**src/rtl/proc_pkg.sv**
```systemverilog
// Shared processor constants: R-type decode fields, rstatus exception codes
// and the multiply/divide sequencer state encoding.
package proc_pkg;

    localparam logic [4:0] OPC_RTYPE   = 5'd0;
    localparam logic [4:0] ALUOP_MUL   = 5'd6;
    localparam logic [4:0] ALUOP_DIV   = 5'd7;

    localparam logic [4:0] RSTATUS_REG = 5'd30;

    // rstatus values; add/sub/addi share the same register convention
    localparam int ADD_EXC_CODE  = 1;
    localparam int ADDI_EXC_CODE = 2;
    localparam int SUB_EXC_CODE  = 3;
    localparam int MUL_EXC_CODE  = 4;
    localparam int DIV_EXC_CODE  = 5;

    typedef enum logic [1:0] {
        IDLE = 2'd0,
        BUSY = 2'd1,
        DONE = 2'd2
    } md_state_e;

    function automatic logic f_is_md(input logic [31:0] ir);
        return (ir[31:27] == OPC_RTYPE) &&
               ((ir[6:2] == ALUOP_MUL) || (ir[6:2] == ALUOP_DIV));
    endfunction

endpackage

```
**src/rtl/multdiv_datapath.sv**
```systemverilog
// Shared shift-add multiplier / restoring divider, one step per cycle.
// r_hi is accumulator (mul) or remainder (div); r_lo shifts multiplier or dividend/quotient.
module multdiv_datapath #(
    parameter int WIDTH = 32
) (
    input  logic                 clock,
    input  logic                 reset,
    input  logic                 i_start,
    input  logic                 i_busy,
    input  logic                 i_is_div,
    input  logic [WIDTH-1:0]     i_mag_a,
    input  logic [WIDTH-1:0]     i_mag_b,
    input  logic                 i_neg,
    output logic                 o_done_step,
    output logic [2*WIDTH-1:0]   o_result
);

    localparam int CW = (WIDTH > 1) ? $clog2(WIDTH) : 1;

    logic [WIDTH-1:0]   r_hi;
    logic [WIDTH-1:0]   r_lo;
    logic [WIDTH-1:0]   r_b;
    logic [CW-1:0]      r_cnt;
    logic               r_is_div;
    logic               r_neg;

    logic [WIDTH:0]     w_mul_sum;
    logic [WIDTH:0]     w_div_cand;
    logic [WIDTH:0]     w_div_diff;
    logic [WIDTH-1:0]   w_hi_nxt;
    logic [WIDTH-1:0]   w_lo_nxt;
    logic [2*WIDTH-1:0] w_mag;

    // One iteration of the selected algorithm, plus final sign correction
    always_comb begin
        w_mul_sum  = {1'b0, r_hi} + (r_lo[0] ? {1'b0, r_b} : {(WIDTH+1){1'b0}});
        w_div_cand = {r_hi, r_lo[WIDTH-1]};
        w_div_diff = w_div_cand - {1'b0, r_b};
        if (r_is_div) begin
            // a clear borrow bit means the divisor fits: keep the difference
            if (!w_div_diff[WIDTH]) begin
                w_hi_nxt = w_div_diff[WIDTH-1:0];
                w_lo_nxt = {r_lo[WIDTH-2:0], 1'b1};
            end else begin
                w_hi_nxt = w_div_cand[WIDTH-1:0];
                w_lo_nxt = {r_lo[WIDTH-2:0], 1'b0};
            end
            w_mag = {{WIDTH{1'b0}}, w_lo_nxt};
        end else begin
            {w_hi_nxt, w_lo_nxt} = {w_mul_sum, r_lo[WIDTH-1:1]};
            w_mag = {w_hi_nxt, w_lo_nxt};
        end
        o_result = r_neg ? ({(2*WIDTH){1'b0}} - w_mag) : w_mag;
    end

    assign o_done_step = i_busy && (r_cnt == CW'(WIDTH - 1));

    // Operand load on start, then shift/step while busy
    always_ff @(posedge clock) begin
        if (reset) begin
            r_hi     <= {WIDTH{1'b0}};
            r_lo     <= {WIDTH{1'b0}};
            r_b      <= {WIDTH{1'b0}};
            r_cnt    <= {CW{1'b0}};
            r_is_div <= 1'b0;
            r_neg    <= 1'b0;
        end else if (i_start) begin
            r_hi     <= {WIDTH{1'b0}};
            r_lo     <= i_mag_a;
            r_b      <= i_mag_b;
            r_cnt    <= {CW{1'b0}};
            r_is_div <= i_is_div;
            r_neg    <= i_neg;
        end else if (i_busy) begin
            r_hi     <= w_hi_nxt;
            r_lo     <= w_lo_nxt;
            r_cnt    <= r_cnt + CW'(1);
        end else begin
            r_cnt    <= r_cnt;
        end
    end

endmodule

```
**src/rtl/multdiv_exception_unit.sv**
```systemverilog
// Iterative mul/div beside the X stage: stalls the front end, then emits a result (rstatus on exception).
// Optional MULTDIV_EARLY_OUT_EN: zero mul operand or zero divisor skips the iterations.
module multdiv_exception_unit
    import proc_pkg::*;
#(
    parameter int WIDTH = 32
) (
    input  logic             clock,
    input  logic             reset,
    input  logic [31:0]      DXIR,
    input  logic [WIDTH-1:0] operandA,
    input  logic [WIDTH-1:0] operandB,
    output logic             stall,
    output logic             md_valid,
    output logic [31:0]      md_IR,
    output logic [WIDTH-1:0] md_O
);

    md_state_e          r_state;
    md_state_e          w_state_nxt;

    logic               w_is_md;
    logic               w_is_div_in;
    logic               w_b_zero_in;
    logic               w_early;
    logic               w_start;
    logic               w_done_step;
    logic               w_take_result;
    logic [WIDTH-1:0]   w_mag_a;
    logic [WIDTH-1:0]   w_mag_b;
    logic               w_neg;
    logic [2*WIDTH-1:0] w_product;

    logic [31:0]        r_ir;
    logic               r_is_div;
    logic               r_b_zero;

    logic [31:0]        w_src_ir;
    logic               w_src_div;
    logic               w_src_bz;
    logic [2*WIDTH-1:0] w_src_val;
    logic [WIDTH:0]     w_upper;
    logic               w_exc;
    logic [31:0]        w_res_ir;
    logic [WIDTH-1:0]   w_res_o;

    assign w_is_md     = f_is_md(DXIR);
    assign w_is_div_in = (DXIR[6:2] == ALUOP_DIV);
    assign w_b_zero_in = (operandB == {WIDTH{1'b0}});
    assign w_mag_a     = operandA[WIDTH-1] ? ({WIDTH{1'b0}} - operandA) : operandA;
    assign w_mag_b     = operandB[WIDTH-1] ? ({WIDTH{1'b0}} - operandB) : operandB;
    assign w_neg       = operandA[WIDTH-1] ^ operandB[WIDTH-1];

`ifdef MULTDIV_EARLY_OUT_EN
    assign w_early = w_is_div_in ? w_b_zero_in
                                 : ((operandA == {WIDTH{1'b0}}) || w_b_zero_in);
`else
    assign w_early = 1'b0;
`endif

    multdiv_datapath #(
        .WIDTH (WIDTH)
    ) u_datapath (
        .clock       (clock),
        .reset       (reset),
        .i_start     (w_start),
        .i_busy      (r_state == BUSY),
        .i_is_div    (w_is_div_in),
        .i_mag_a     (w_mag_a),
        .i_mag_b     (w_mag_b),
        .i_neg       (w_neg),
        .o_done_step (w_done_step),
        .o_result    (w_product)
    );

    // Next-state and stall decode
    always_comb begin
        w_state_nxt = r_state;
        stall       = 1'b0;
        w_start     = 1'b0;
        case (r_state)
            IDLE: begin
                stall = w_is_md;
                if (w_is_md) begin
                    w_start     = 1'b1;
                    w_state_nxt = w_early ? DONE : BUSY;
                end else begin
                    w_state_nxt = IDLE;
                end
            end
            BUSY: begin
                stall = 1'b1;
                if (w_done_step) begin
                    w_state_nxt = DONE;
                end else begin
                    w_state_nxt = BUSY;
                end
            end
            DONE: begin
                w_state_nxt = IDLE;
            end
            default: begin
                w_state_nxt = IDLE;
            end
        endcase
    end

    // State register
    always_ff @(posedge clock) begin
        if (reset) begin
            r_state <= IDLE;
        end else begin
            r_state <= w_state_nxt;
        end
    end

    // Instruction context captured when the operation starts
    always_ff @(posedge clock) begin
        if (reset) begin
            r_ir     <= 32'd0;
            r_is_div <= 1'b0;
            r_b_zero <= 1'b0;
        end else if (w_start) begin
            r_ir     <= DXIR;
            r_is_div <= w_is_div_in;
            r_b_zero <= w_b_zero_in;
        end else begin
            r_ir     <= r_ir;
        end
    end

    // Early-out results come straight from DX (product is zero); otherwise from the datapath
    always_comb begin
        if (r_state == IDLE) begin
            w_src_ir  = DXIR;
            w_src_div = w_is_div_in;
            w_src_bz  = w_b_zero_in;
            w_src_val = {(2*WIDTH){1'b0}};
        end else begin
            w_src_ir  = r_ir;
            w_src_div = r_is_div;
            w_src_bz  = r_b_zero;
            w_src_val = w_product;
        end
        w_upper  = w_src_val[2*WIDTH-1:WIDTH-1];
        w_exc    = w_src_div ? w_src_bz : !((&w_upper) || (~|w_upper));
        w_res_ir = w_src_ir;
        w_res_o  = w_src_val[WIDTH-1:0];
        if (w_exc) begin
            w_res_ir[26:22] = RSTATUS_REG;
            w_res_o = w_src_div ? WIDTH'(DIV_EXC_CODE) : WIDTH'(MUL_EXC_CODE);
        end else if (w_src_ir[26:22] == 5'd0) begin
            w_res_o = {WIDTH{1'b0}};
        end else begin
            w_res_o = w_src_val[WIDTH-1:0];
        end
    end

    assign w_take_result = ((r_state == IDLE) && w_is_md && w_early) ||
                           ((r_state == BUSY) && w_done_step);

    // Result registers: pulse valid for the DONE cycle, hold values otherwise
    always_ff @(posedge clock) begin
        if (reset) begin
            md_valid <= 1'b0;
            md_IR    <= 32'd0;
            md_O     <= {WIDTH{1'b0}};
        end else if (w_take_result) begin
            md_valid <= 1'b1;
            md_IR    <= w_res_ir;
            md_O     <= w_res_o;
        end else begin
            md_valid <= 1'b0;
        end
    end

endmodule

```
**config.mk**
```make
export PLATFORM = sky130hd
export DESIGN_NAME = multdiv_exception_unit
export DESIGN_NICKNAME = d
export VERILOG_FILES = /design/src/rtl/proc_pkg.sv /design/src/rtl/multdiv_datapath.sv /design/src/rtl/multdiv_exception_unit.sv
export SDC_FILE = /design/constraint.sdc
export NUM_CORES = 1
export LEC_CHECK = 0
export ABC_AREA = 1
export BUFFER_PORTS_ARGS = -buffer_cell sky130_fd_sc_hd__buf_2
export CORE_UTILIZATION = 43
export DETAILED_ROUTE_END_ITERATION = 8
export SLEW_MARGIN = 20
export SYNTH_ARGS = -nofsm -noshare
export SYNTH_HDL_FRONTEND = slang
export SYNTH_SLANG_ARGS = --single-unit
```
**constraint.sdc**
```tcl
create_clock -name clock -period 6.8 [get_ports clock]
set_input_delay 2.04 -clock clock [delete_from_list [all_inputs] [get_ports clock]]
set_output_delay 2.04 -clock clock [all_outputs]
set_load 0.03 [all_outputs]
```
==> results.md, run 1 <==
- Pre-antenna DRT Iters: 6
- Clk_lat worst skew: 0.56 ns
- GRT Residual Overflow: 0
- Setup slack at placement: 0.812 ns
- CP Launch Type: input port
- CTS root buf: clkbuf_16
- Async set-reset flop share out of synthesis: 0%
- Io pins: 164
- Fmax: 174 MHz
- Setup CP Type: input port to output port
- Final setup vio count: 0
- Tot Pwr: 2.95 mW
- Final Cycle Share: 84.6%
- Synth warnings: 0
- Chip Width: 202 um
- Via count: 18868
- RSZ-0062 raised after global routing: false
- Initial antenna violation count: 3
- Total nets after synthesis: 3050
- Cell accounting for the most synthesized area: dfxtp_1
- Finished Layout Cells: 3521
- Synth top cells by count: nand2_1 (786), inv_1 (422), nor2_1 (265)
- Hold path cells: 2
- Synthesis-to-layout area growth: 11.8%
- Routed Wire Length: 61000 um
- GRT Overall Usage: 29.3%
- Worst Path Max Fanout: 32
- Min-Delay Path Class: flip-flop to flip-flop
- DRT iter0 DRCs: 1536
- # rows: 73
- Top_reg_cell synth: dfxtp_1
- Detailed placement HPWL: 47300 um
- Final weighted congestion in routability-driven placement: 0.944
- Sink Count: 202
- Global-route wire length before repair: 96200 um
- IO buf count: 163
- Top Family by Delay on Critical Path: simple AND/OR/NAND/NOR gates
- Post-DR vias/cell: 5.36
- Number of H-tree levels: 1
- Crit-path max cell delay: 0.56 ns
- Average cell area after synthesis: 6.00 um2
- Pin count of the biggest net entering global routing: 76
- Smallest setup slack after layout: 1.05 ns
- Synth unique cells: 55
- Leakage power: 9.88 nW
- Reg2Reg Depth: 38
- Endpoint class of the critical path: output port
- Starting Density: 43.6%
- Worst VDD drop: 0.000152 V
- Setup TNS: 0 ns
- Fin. Hold Viols: 0
- Synth top area cells: dfxtp_1 (23%), nand2_1 (17%), inv_1 (9.2%)
- Req. time, crit path: 4.76 ns
- Post-Syn Area: 17300 um2
- Clock-pin slew on the worst setup and hold paths: 0.06 ns
- Worst EP arrival: 3.71 ns
- Register area share after synthesis: 23.4%
- Die Height: 202 um
- Slowest-stage cell, CP: or4_1
- Top-area cell type share of the netlist area: 23.4%
- Clock skew: 0.0274 ns
- Layout cells sized above 1: 11.9%
- Status: completed
- Power density cells: 153 nW/um2
- Hold Buf Count CTS: 0
- Post-synth EDFFs: 0
- CTS Buffer Depth: 3
- CTS tree: yes
- Most frequent cell after synthesis: nand2_1
- Worst path depth: 7
- Seq cells post-synth: 202
- Buf/Inv on CP: 4
- Synth Instances: 2881
- DRC: 0
- Max-slew violations: 0
- Number of global-route vias before repair: 17485
- Min Tclk post-route: 5.75 ns
- Post-CTS Setup Bufs: 0
- Antenna viol nets, final: 0
- Max Cap Viol: 0
- Slew Limit Headroom: 24.4%
- Core area: 39600 um2
- Layout Nets: 3144
- DP Cell Count: 3472
- CTS Buf Count: 26
- Post-cts sizing count: 0
- Routed len/inst: 17.3 um
- Measured slew at the worst slew-check pin: 1.13 ns
- Crit path top cell by count: buf_2
- Cell chain of the critical path: buf_2 > or4_1 > nor4_2 > nor2_2 > buf_4 > inv_1 > buf_2
- Die ar.: 41000 um2
==> state kept, by name (all words and copies together) (netlist names) <==
name / cells
r_ir: 32
u_datapath.r_hi: 32
u_datapath.r_is_div: 1
md_IR: 32
md_O: 32
u_datapath.r_cnt: 5
u_datapath.r_neg: 1
u_datapath.r_lo: 32
u_datapath.r_b: 32
r_b_zero: 1
r_state: 2
==> logic make-up after synthesis <==
kind of cell    after synthesis  share of synthesized area [%]
flops                       202                           23.4
simple gates               1423                           36.0
compound gates              536                           17.7
xor+xnor                    100                           5.07
buf+inv                     549                           12.6
fa+ha+maj                    71                           5.23
==> power by group <==
part / switching, mW / internal, mW / leakage (nW)
Clock: 0.589 / 0.927 / 0.452
Sequential: 0.00175 / 1.18 / 1.63
Combinational: 0.166 / 0.0834 / 7.80
==> path summary, 6_finish.rpt <==
check,endpoint,slack (ns),start
setup / recovery,stall,1.05,DXIR[27]
setup reg to reg,md_IR[24],1.15,u_datapath.r_lo[31]
hold reg to reg,r_ir[31],0.44,r_ir[31]
hold / removal,r_ir[31],0.44,r_ir[31]
==> cell type report <==
type                    count  area [um2]
multi-input cells        2130       11100
clock buffers              35         746
flip-flops and latches    202        4050
inverters                 436        1640
clock inverters            12         185
well taps                 525         657
fillers                  4228       20300
diodes                      2        5.00
repair buffers            179         938
==> layer usage <==
layer  routed length (um)  track usage (%)  up-vias  share of wire (%)
met1                29900             43.1     8675                 49
li1                     -                -     9495                  -
met3                 4790             5.68       84                7.9
met4                 1190             6.34        4                1.9
met2                25100             43.9      610                 41
met5                   31                0        -              0.051
==> tightest hold or removal path, delay by kind of cell (launching register included) <==
family	cells	cell delay, ns
flip-flops	1	0.31
AND/OR/NAND/NOR	2	0.10
==> layout by cell type, fill, tap and decap left out, types with 17 or more instances in the layout <==
cell,netlist,layout
inv_1,422,421
o21ai_1,17,17
nand3_2,36,36
nand3b_1,17,17
a21oi_1,166,166
xor2_1,61,61
a21oi_2,29,29
nand3_1,175,175
nor3_1,42,42
o21ai_0,203,203
nand4_1,41,41
nor2_1,265,259
clkbuf_16,0,27
dfxtp_1,202,200
o211ai_1,38,38
ha_1,69,69
a31oi_1,40,40
buf_4,4,17
xnor2_1,39,39
nor2_2,18,21
nand2_1,786,786
buf_2,9,162
==> through the flow <==
step | hold slack, ns | util, % | area (um2)
2_1_floorplan | 0.414 | - | 17300
3_3_place_gp | 0.422 | 46.4 | 18400
3_5_place_dp | 0.426 | 46.4 | 18400
4_1_cts | 0.437 | 48.7 | 19300
5_1_grt | 0.456 | 48.7 | 19300
6_report | 0.441 | 48.7 | 19300
(Power assumes the default switching activity.)
==> run 2: changes to the inputs <==
--- a/config.mk
+++ b/config.mk
@@ -5,7 +5,7 @@
 export SDC_FILE = /design/constraint.sdc
 export NUM_CORES = 1
 export LEC_CHECK = 0
-export ABC_AREA = 1
+export ABC_AREA = 0
 export BUFFER_PORTS_ARGS = -buffer_cell sky130_fd_sc_hd__buf_2
 export CORE_UTILIZATION = 43
 export DETAILED_ROUTE_END_ITERATION = 8
==> constraint.sdc (replaced) <==
create_clock -name clock -period 5.7 [get_ports clock]
set_input_delay 1.71 -clock clock [delete_from_list [all_inputs] [get_ports clock]]
set_output_delay 1.71 -clock clock [all_outputs]
set_load 0.03 [all_outputs]
==> run 2 against run 1 <==
  * The flow now finishes with violations (negative setup slack)
  * Sequential share of layout area is 1.6 points lower
  * Wire length is 0.11% higher
  * Combinational power is 44% higher
  * Sequential cell count stayed put
  * Critical path depth is 20 higher
  * Synthesized area is 4.4% lower
  * Largest cell class unchanged
  * Highest routed layer unchanged
==> results.md, run 2 <==
- Status: finished with violations (was completed)
- Failing checks: negative setup slack
- Leakage power: 8.69 nW (was 9.88 nW)
- Power density cells: 163 nW/um2 (was 153 nW/um2)
- Register area share after synthesis: 24.5% (was 23.4%)
- Post-Syn Area: 16500 um2 (was 17300 um2)
- Average cell area after synthesis: 7.36 um2 (was 6.00 um2)
- DRC: 0 (unchanged)
- Io pins: 164 (unchanged)
- Routed len/inst: 19.5 um (was 17.3 um)
- Core occupancy in the finished layout: 55.6% (was 48.7%)
- Comb pwr share: 10.5% (was 8.4%)
- Max-slew violations: 0 (unchanged)
- Via count: 18165 (was 18868)
- GRT Residual Overflow: 0 (unchanged)
- Setup CP Type: flip-flop to flip-flop (was input port to output port)
- Slew Limit Headroom: 35.3% (was 24.4%)
- # rows: 71 (was 73)
- Synthesis-to-layout area growth: 27.1% (was 11.8%)
- Most frequent cells in the layout: nand2_1 (306), buf_4 (298), a21oi_1 (194), dfxtp_1 (193), nor2_1 (188) (was nand2_1 (786), inv_1 (421), nor2_1 (259), o21ai_0 (203), dfxtp_1 (200))
- Detailed placement HPWL: 47600 um (was 47300 um)
- Min Tclk post-route: 6.19 ns
- Die ar.: 39200 um2 (was 41000 um2)
- Cell accounting for the most synthesized area: dfxtp_1 (unchanged)
- Max Cap Viol: 0 (unchanged)
- Sw frac: 24.7% (was 25.6%)
- Final instance area: 21000 um2 (was 19300 um2)
- Sink Count: 202 (unchanged)
- Clock skew: 0.0177 ns (was 0.0274 ns)
- Pin count of the biggest net entering global routing: 82 (was 76)
- Final setup vio count: 37 (was 0)
- Initial antenna violation count: 2 (was 3)
- CTS tree: yes (unchanged)
- Routed Wire Length: 61100 um (was 61000 um)
- Synth Instances: 2244 (was 2881)
- Fin. Hold Viols: 0 (unchanged)
- Worst EP arrival: 6.63 ns (was 3.71 ns)
- Clk network pwr share: 48.1% (was 51.4%)
- Starting Density: 43.8% (was 43.6%)
- Total nets after synthesis: 2413 (was 3050)
- Worst setup startpoint: u_datapath.r_b[30] (was DXIR[27])
- Worst VDD drop: 0.000257 V (was 0.000152 V)
- Chip Width: 198 um (was 202 um)
- Area of placed instances: 19800 um2 (was 18400 um2)
- Fmax: 162 MHz
- Worst R2R Start: u_datapath.r_b[30] (was u_datapath.r_lo[31])
- Seq cells post-synth: 202 (unchanged)
- Pint: 2.58 mW (was 2.20 mW)
- CTS root buf: clkbuf_16 (unchanged)
- Layout cells sized above 1: 24.7% (was 11.9%)
- Clk_lat worst skew: 0.54 ns (was 0.56 ns)
- Clock-pin slew on the worst setup and hold paths: 0.06 ns (about the same)
- Tot Pwr: 3.42 mW (was 2.95 mW)
- Die Height: 198 um (was 202 um)
- Measured slew at the worst slew-check pin: 0.971 ns (was 1.13 ns)
- Buf/Inv on CP: 6 (was 4)
- Endpoint class of the critical path: flip-flop (was output port)
- Worst hold start: md_O[1] (was r_ir[31])
- Post-synth EDFFs: 0 (unchanged)
- Antenna viol nets, final: 0 (unchanged)
- Ant. Diodes: 0 (was 2)
- Net Switching: 0.846 mW (was 0.756 mW)
- Worst Path Max Fanout: 7 (was 32)
- Number of H-tree levels: 1 (unchanged)
- Commonest non-fill, non-tap cell in the layout: nand2_1 (unchanged)
- Post-DR vias/cell: 5.81 (was 5.36)
- IO buf count: 163 (unchanged)
- Min-Delay Path Class: flip-flop to flip-flop (unchanged)
- GRT Overall Usage: 30.8% (was 29.3%)
- Number of global-route vias before repair: 16805 (was 17485)
- Top-area cell type share of the netlist area: 24.5% (was 23.4%)
- Top_reg_cell synth: dfxtp_1 (unchanged)
- Crit path top cell by count: buf_6 (was buf_2)
- Synth warnings: 0 (unchanged)
- Synth top area cells: dfxtp_1 (24%), nand2_1 (7.0%), a21oi_1 (5.9%) (was dfxtp_1 (23%), nand2_1 (17%), inv_1 (9.2%))
- Global-route wire length before repair: 94800 um (was 96200 um)
- Synth top cells by count: nand2_1 (307), dfxtp_1 (202), a21oi_1 (195) (was nand2_1 (786), inv_1 (422), nor2_1 (265))
- Async set-reset flop share out of synthesis: 0% (unchanged)
- Req. time, crit path: 6.14 ns (was 4.76 ns)
- Layout Nets: 2769 (was 3144)
- CTS Buf Count: 24 (was 26)
- RSZ-0062 raised after global routing: true (was false)
- Pre-antenna DRT Iters: 6 (unchanged)
- Smallest setup slack after layout: -0.490 ns (was 1.05 ns)
- Top Family by Delay on Critical Path: simple AND/OR/NAND/NOR gates (unchanged)
- Crit-path max cell delay: 0.57 ns (was 0.56 ns)
- CTS Buffer Depth: 3 (unchanged)
- Core area: 37800 um2 (was 39600 um2)
- Slowest-stage cell, CP: or4_4 (was or4_1)
- Most frequent cell after synthesis: nand2_1 (unchanged)
- DRT iter0 DRCs: 1514 (was 1536)
- Synth unique cells: 89 (was 55)
- Setup slack at placement: -0.716 ns (was 0.812 ns)
- Final Cycle Share: 109%
- CP Launch Type: flip-flop (was input port)
- Flop pwr share: 41.4% (was 40.2%)
- Final weighted congestion in routability-driven placement: 0.989 (was 0.944)
-- run 2: cell types whose count changed in the layout (fill, tap and decap cells not counted), sizes merged, moves of 85 or more --
cell / previous run / this run
nand3: 213 / 43
nand2: 795 / 307
o21ai: 228 / 134
buf: 179 / 467
a211oi: 3 / 88
inv: 431 / 64
nor2: 288 / 190
-- run 2: metal layers --
| layer | track usage [%] | vias to the layer above | wire [um] |
|---|---|---|---|
| li1 | - | 8908 | - |
| met1 | 45.2 | 8516 | 28900 |
| met2 | 45.5 | 662 | 25500 |
| met3 | 6.23 | 77 | 5520 |
| met4 | 7.12 | 2 | 1100 |
| met5 | 0 | - | 13 |
-- run 2: cell type report --
cell class / instances / area, um2
Sequential cell: 202 / 4060
Tap cell: 511 / 639
Inverter: 64 / 240
Fill cell: 3617 / 16800
Multi-Input combinational cell: 1840 / 12000
Timing Repair Buffer: 468 / 3180
Clock buffer: 33 / 684
Clock inverter: 8 / 155
-- run 2: worst paths after layout --
path	end	slack, ns	depth (start not counted)
max	md_O[21]	-0.49	27
min	md_O[1]	0.45	2
max reg2reg	md_O[21]	-0.49	27
min reg2reg	md_O[1]	0.45	2
-- run 2: per-stage QoR --
| stage | instances | TNS [ns] | hold WS [ns] |
|---|---|---|---|
| finish | 3126 | -16.02 | 0.446 |
| global route | 3126 | -23.46 | 0.455 |
| CTS | 3119 | -11.79 | 0.442 |
| detailed placement | 3071 | -25.17 | 0.436 |
| global placement | 3071 | -22.44 | 0.436 |
| floorplan | 2244 | -0.0702 | 0.427 |
-- run 2: logic make-up after synthesis --
family | after synthesis | synth area share, %
multiplexers | 57 | 3.53
flip-flops | 202 | 24.5
adder cells (fa/ha/maj) | 71 | 5.47
buffers and inverters | 202 | 4.85
AND/OR/NAND/NOR | 894 | 26.6
AO/OA/AOI/OAI | 681 | 27.8
XOR/XNOR | 137 | 7.26
-- run 2: worst register-to-register path: cells and delay by family (launching register included) --
| kind | cells | cell delay (ns) |
|---|---|---|
| fa+ha+maj | 2 | 0.43 |
| flops | 1 | 0.33 |
| compound gates | 8 | 1.95 |
| buf+inv | 6 | 0.96 |
| simple gates | 11 | 2.47 |
-- run 2: power by group through the flow --
stage / registers [mW] / logic [mW] / clock network (mW)
floorplan: 1.45 / 0.197 / 0
global placement: 1.45 / 0.340 / 0
detailed placement: 1.45 / 0.344 / 0
CTS: 1.42 / 0.351 / 1.67
global route: 1.42 / 0.391 / 1.72
finish: 1.42 / 0.359 / 1.65
-- run 2: timing repair --
| item | in CTS | in global routing |
|---|---|---|
| gates resized for setup | 20 | 27 |
| hold buffers | 0 | 0 |
| pin swaps | 9 | 15 |
| setup endpoints to repair | 37 | 37 |
| buffers inserted | 8 | 6 |
| gates cloned | 0 | 1 |
==> run 3: changes to the inputs <==
--- a/config.mk
+++ b/config.mk
@@ -7,7 +7,8 @@
 export LEC_CHECK = 0
 export ABC_AREA = 0
 export BUFFER_PORTS_ARGS = -buffer_cell sky130_fd_sc_hd__buf_2
-export CORE_UTILIZATION = 43
+export CORE_ASPECT_RATIO = 0.6
+export CORE_UTILIZATION = 30
 export DETAILED_ROUTE_END_ITERATION = 8
 export SLEW_MARGIN = 20
 export SYNTH_ARGS = -nofsm -noshare
==> run 3 against run 2 <==
  * The run still ends with negative setup slack left
  * Non-clock buffer count grew 14
  * Clock power is essentially flat
  * Critical path type unchanged
  * Largest power group unchanged
  * Utilization shrank 16 points
==> results.md, run 3 (same netlist as run 2, synthesis figures left out) <==
- Status: finished with violations (unchanged)
- Failing checks: negative setup slack (unchanged)
- Smallest setup slack after layout: -0.582 ns (was -0.490 ns)
- Number of H-tree levels: 1 (unchanged)
- FF-to-FF setup slack: -0.58 ns (was -0.49 ns)
- Slew Limit Headroom: 30.1% (was 35.3%)
- Endpoint class of the critical path: flip-flop (unchanged)
- CTS Buf Count: 23 (was 24)
- Final setup vio count: 37 (unchanged)
- Min Tclk post-route: 6.28 ns (was 6.19 ns)
- Routed len/inst: 20.1 um (was 19.5 um)
- Antenna viol nets, final: 0 (unchanged)
- Max-slew violations: 0 (unchanged)
- Setup CP Type: flip-flop to flip-flop (unchanged)
- DRC: 0 (unchanged)
- IO buf count: 163 (unchanged)
- Clock-pin slew on the worst setup and hold paths: 0.06 ns (about the same)
- Fmax: 159 MHz (was 162 MHz)
- Ant. Diodes: 0 (unchanged)
- Sink Count: 202 (unchanged)
- Initial antenna violation count: 1 (was 2)
- Leakage power: 8.79 nW (was 8.69 nW)
- Worst hold start: r_ir[6] (was md_O[1])
- Worst Path Max Fanout: 4 (was 7)
- CTS tree: yes (unchanged)
- Final instance area: 21400 um2 (was 21000 um2)
- Reg2Reg Depth: 26 (was 27)
- Most frequent cells in the layout: buf_4 (314), nand2_1 (307), dfxtp_1 (194), a21oi_1 (191), nor2_1 (188) (was nand2_1 (306), buf_4 (298), a21oi_1 (194), dfxtp_1 (193), nor2_1 (188))
- RSZ-0062 raised after global routing: true (unchanged)
- Layout cells sized above 1: 25.2% (was 24.7%)
- Max Cap Viol: 0 (unchanged)
- CTS root buf: clkbuf_16 (unchanged)
- # rows: 66 (was 71)
- Via count: 18776 (was 18165)
- Setup TNS: -18.18 ns (was -16.02 ns)
- Hold-critical path endpoint: md_IR[6] (was md_O[1])
- Die ar.: 56000 um2 (was 39200 um2)
- Commonest non-fill, non-tap cell in the layout: buf_4 (was nand2_1)
- Hold Buf Count CTS: 0 (unchanged)
- Power density cells: 162 nW/um2 (was 163 nW/um2)
- CTS Buffer Depth: 3 (unchanged)
- Final Cycle Share: 110% (was 109%)
- Hold path cells: 2 (unchanged)
- Final weighted congestion in routability-driven placement: 1.03 (was 0.989)
- CP Launch Type: flip-flop (unchanged)
- Req. time, crit path: 6.11 ns (was 6.14 ns)
- Core area: 54300 um2 (was 37800 um2)
- DRT iter0 DRCs: 1761 (was 1514)
- Chip Width: 305 um (was 198 um)
- Tot Pwr: 3.46 mW (was 3.42 mW)
- Detailed placement HPWL: 52600 um (was 47600 um)
- Clk_lat worst skew: 0.56 ns (was 0.54 ns)
- Pin count of the biggest net entering global routing: 83 (was 82)
- Hold WS: 0.453 ns (was 0.446 ns)
- Worst VDD drop: 0.000205 V (was 0.000257 V)
- Measured slew at the worst slew-check pin: 1.05 ns (was 0.971 ns)
- Min-Delay Path Class: flip-flop to flip-flop (unchanged)
- Global-route wire length before repair: 101000 um (was 94800 um)
- Die Height: 184 um (was 198 um)
- Area of placed instances: 20100 um2 (was 19800 um2)
- Io pins: 164 (unchanged)
- Synthesis-to-layout area growth: 29.3% (was 27.1%)
- Capture point of the worst reg-to-reg path: md_IR[23] (was md_O[21])
- Clock skew: 0.0102 ns (was 0.0177 ns)
- Number of global-route vias before repair: 16989 (was 16805)
- Fin. Hold Viols: 0 (unchanged)
- Worst R2R Start: u_datapath.r_b[30] (unchanged)
- Routed Wire Length: 67300 um (was 61100 um)
- Core occupancy in the finished layout: 39.4% (was 55.6%)
- Worst EP arrival: 6.70 ns (was 6.63 ns)
- GRT Residual Overflow: 0 (unchanged)
- GRT Overall Usage: 23.0% (was 30.8%)
- Pre-antenna DRT Iters: 6 (unchanged)
- Post-DR vias/cell: 5.61 (was 5.81)
- Starting Density: 30.5% (was 43.8%)
- Layout Nets: 2784 (was 2769)
[run 3: cell types whose count changed in the layout (fill, tap and decap cells not counted), moves of 2 or more]
cell / change
a211oi_2: -2
a21oi_1: -3
a21oi_2: +3
buf_4: +16
clkbuf_1: -3
clkbuf_16: -2
clkbuf_8: -2
clkinv_2: +5
nor2b_4: +2
o2111ai_2: +2
o31ai_2: -2
o31ai_4: +2
[run 3: where the power goes]
part           internal [mW]  leakage, nW  total [mW]  switching, mW
Sequential              1.41         1.63        1.42        0.00245
Combinational          0.153         6.75       0.393          0.240
Clock                  0.969        0.409        1.65          0.684
Total                   2.53         8.79        3.46          0.926
[run 3: repair_timing]
action,CTS,global route
setup endpoints to repair,37,37
pin swaps,8,24
hold endpoints to repair,0,0
gates resized for setup,22,29
setup buffers,14,7
cloned,2,0
[run 3: critical path: stages (launching register included)]
cell,delay (ns)
dfxtp_2,0.33
inv_2,0.04
ha_4,0.23
and3_4,0.18
a211o_1,0.23
a221o_1,0.33
or3_4,0.38
o211ai_1,0.35
nor2_2,0.10
a21oi_2,0.16
ha_2,0.23
nor3b_4,0.23
o2111ai_2,0.19
or3_4,0.44
or2_4,0.25
o21ai_2,0.17
xnor2_1,0.10
a211o_1,0.28
a221o_1,0.40
a311oi_1,0.29
and4_1,0.25
a41oi_2,0.23
nor3_4,0.27
buf_6,0.15
nand2b_4,0.12
buf_8,0.14
a211oi_2,0.07
[run 3: how the worst max path moves through the flow]
stage / start / to / slack (ns) / cells after the start
after global placement: operandB[0] / md_O[1] / -0.73 / 16
final: u_datapath.r_b[30] / md_IR[23] / -0.58 / 26
after floorplan: u_datapath.r_b[30] / md_IR[24] / -0.03 / 23
after detailed placement: u_datapath.r_b[2] / md_O[1] / -0.85 / 24
after global routing: u_datapath.r_b[30] / md_IR[23] / -0.78 / 27
after CTS: u_datapath.r_b[30] / md_IR[23] / -0.52 / 25
[run 3: layer usage]
metal  routed length, um  vias to the layer above  GRT usage (%)
met1               32400                     8831           34.8
met3                7920                       91           7.08
met4                1330                        2           4.44
li1                    -                     8978              -
met2               25700                      874           31.0
met5                  13                        -              0
[run 3: layout make-up]
class	count	area, um2
Clock inverter	15	200
Inverter	64	240
Tap cell	714	893
Sequential cell	202	4060
Clock buffer	27	621
Fill cell	5518	32900
Timing Repair Buffer	482	3260
Multi-Input combinational cell	1842	12100
[run 3: per-stage QoR]
stage	setup WS, ns	std cells
after floorplan	-0.0324	2244
after global placement	-0.728	3281
after detailed placement	-0.849	3281
after CTS	-0.521	3339
after global routing	-0.777	3346
final	-0.582	3346
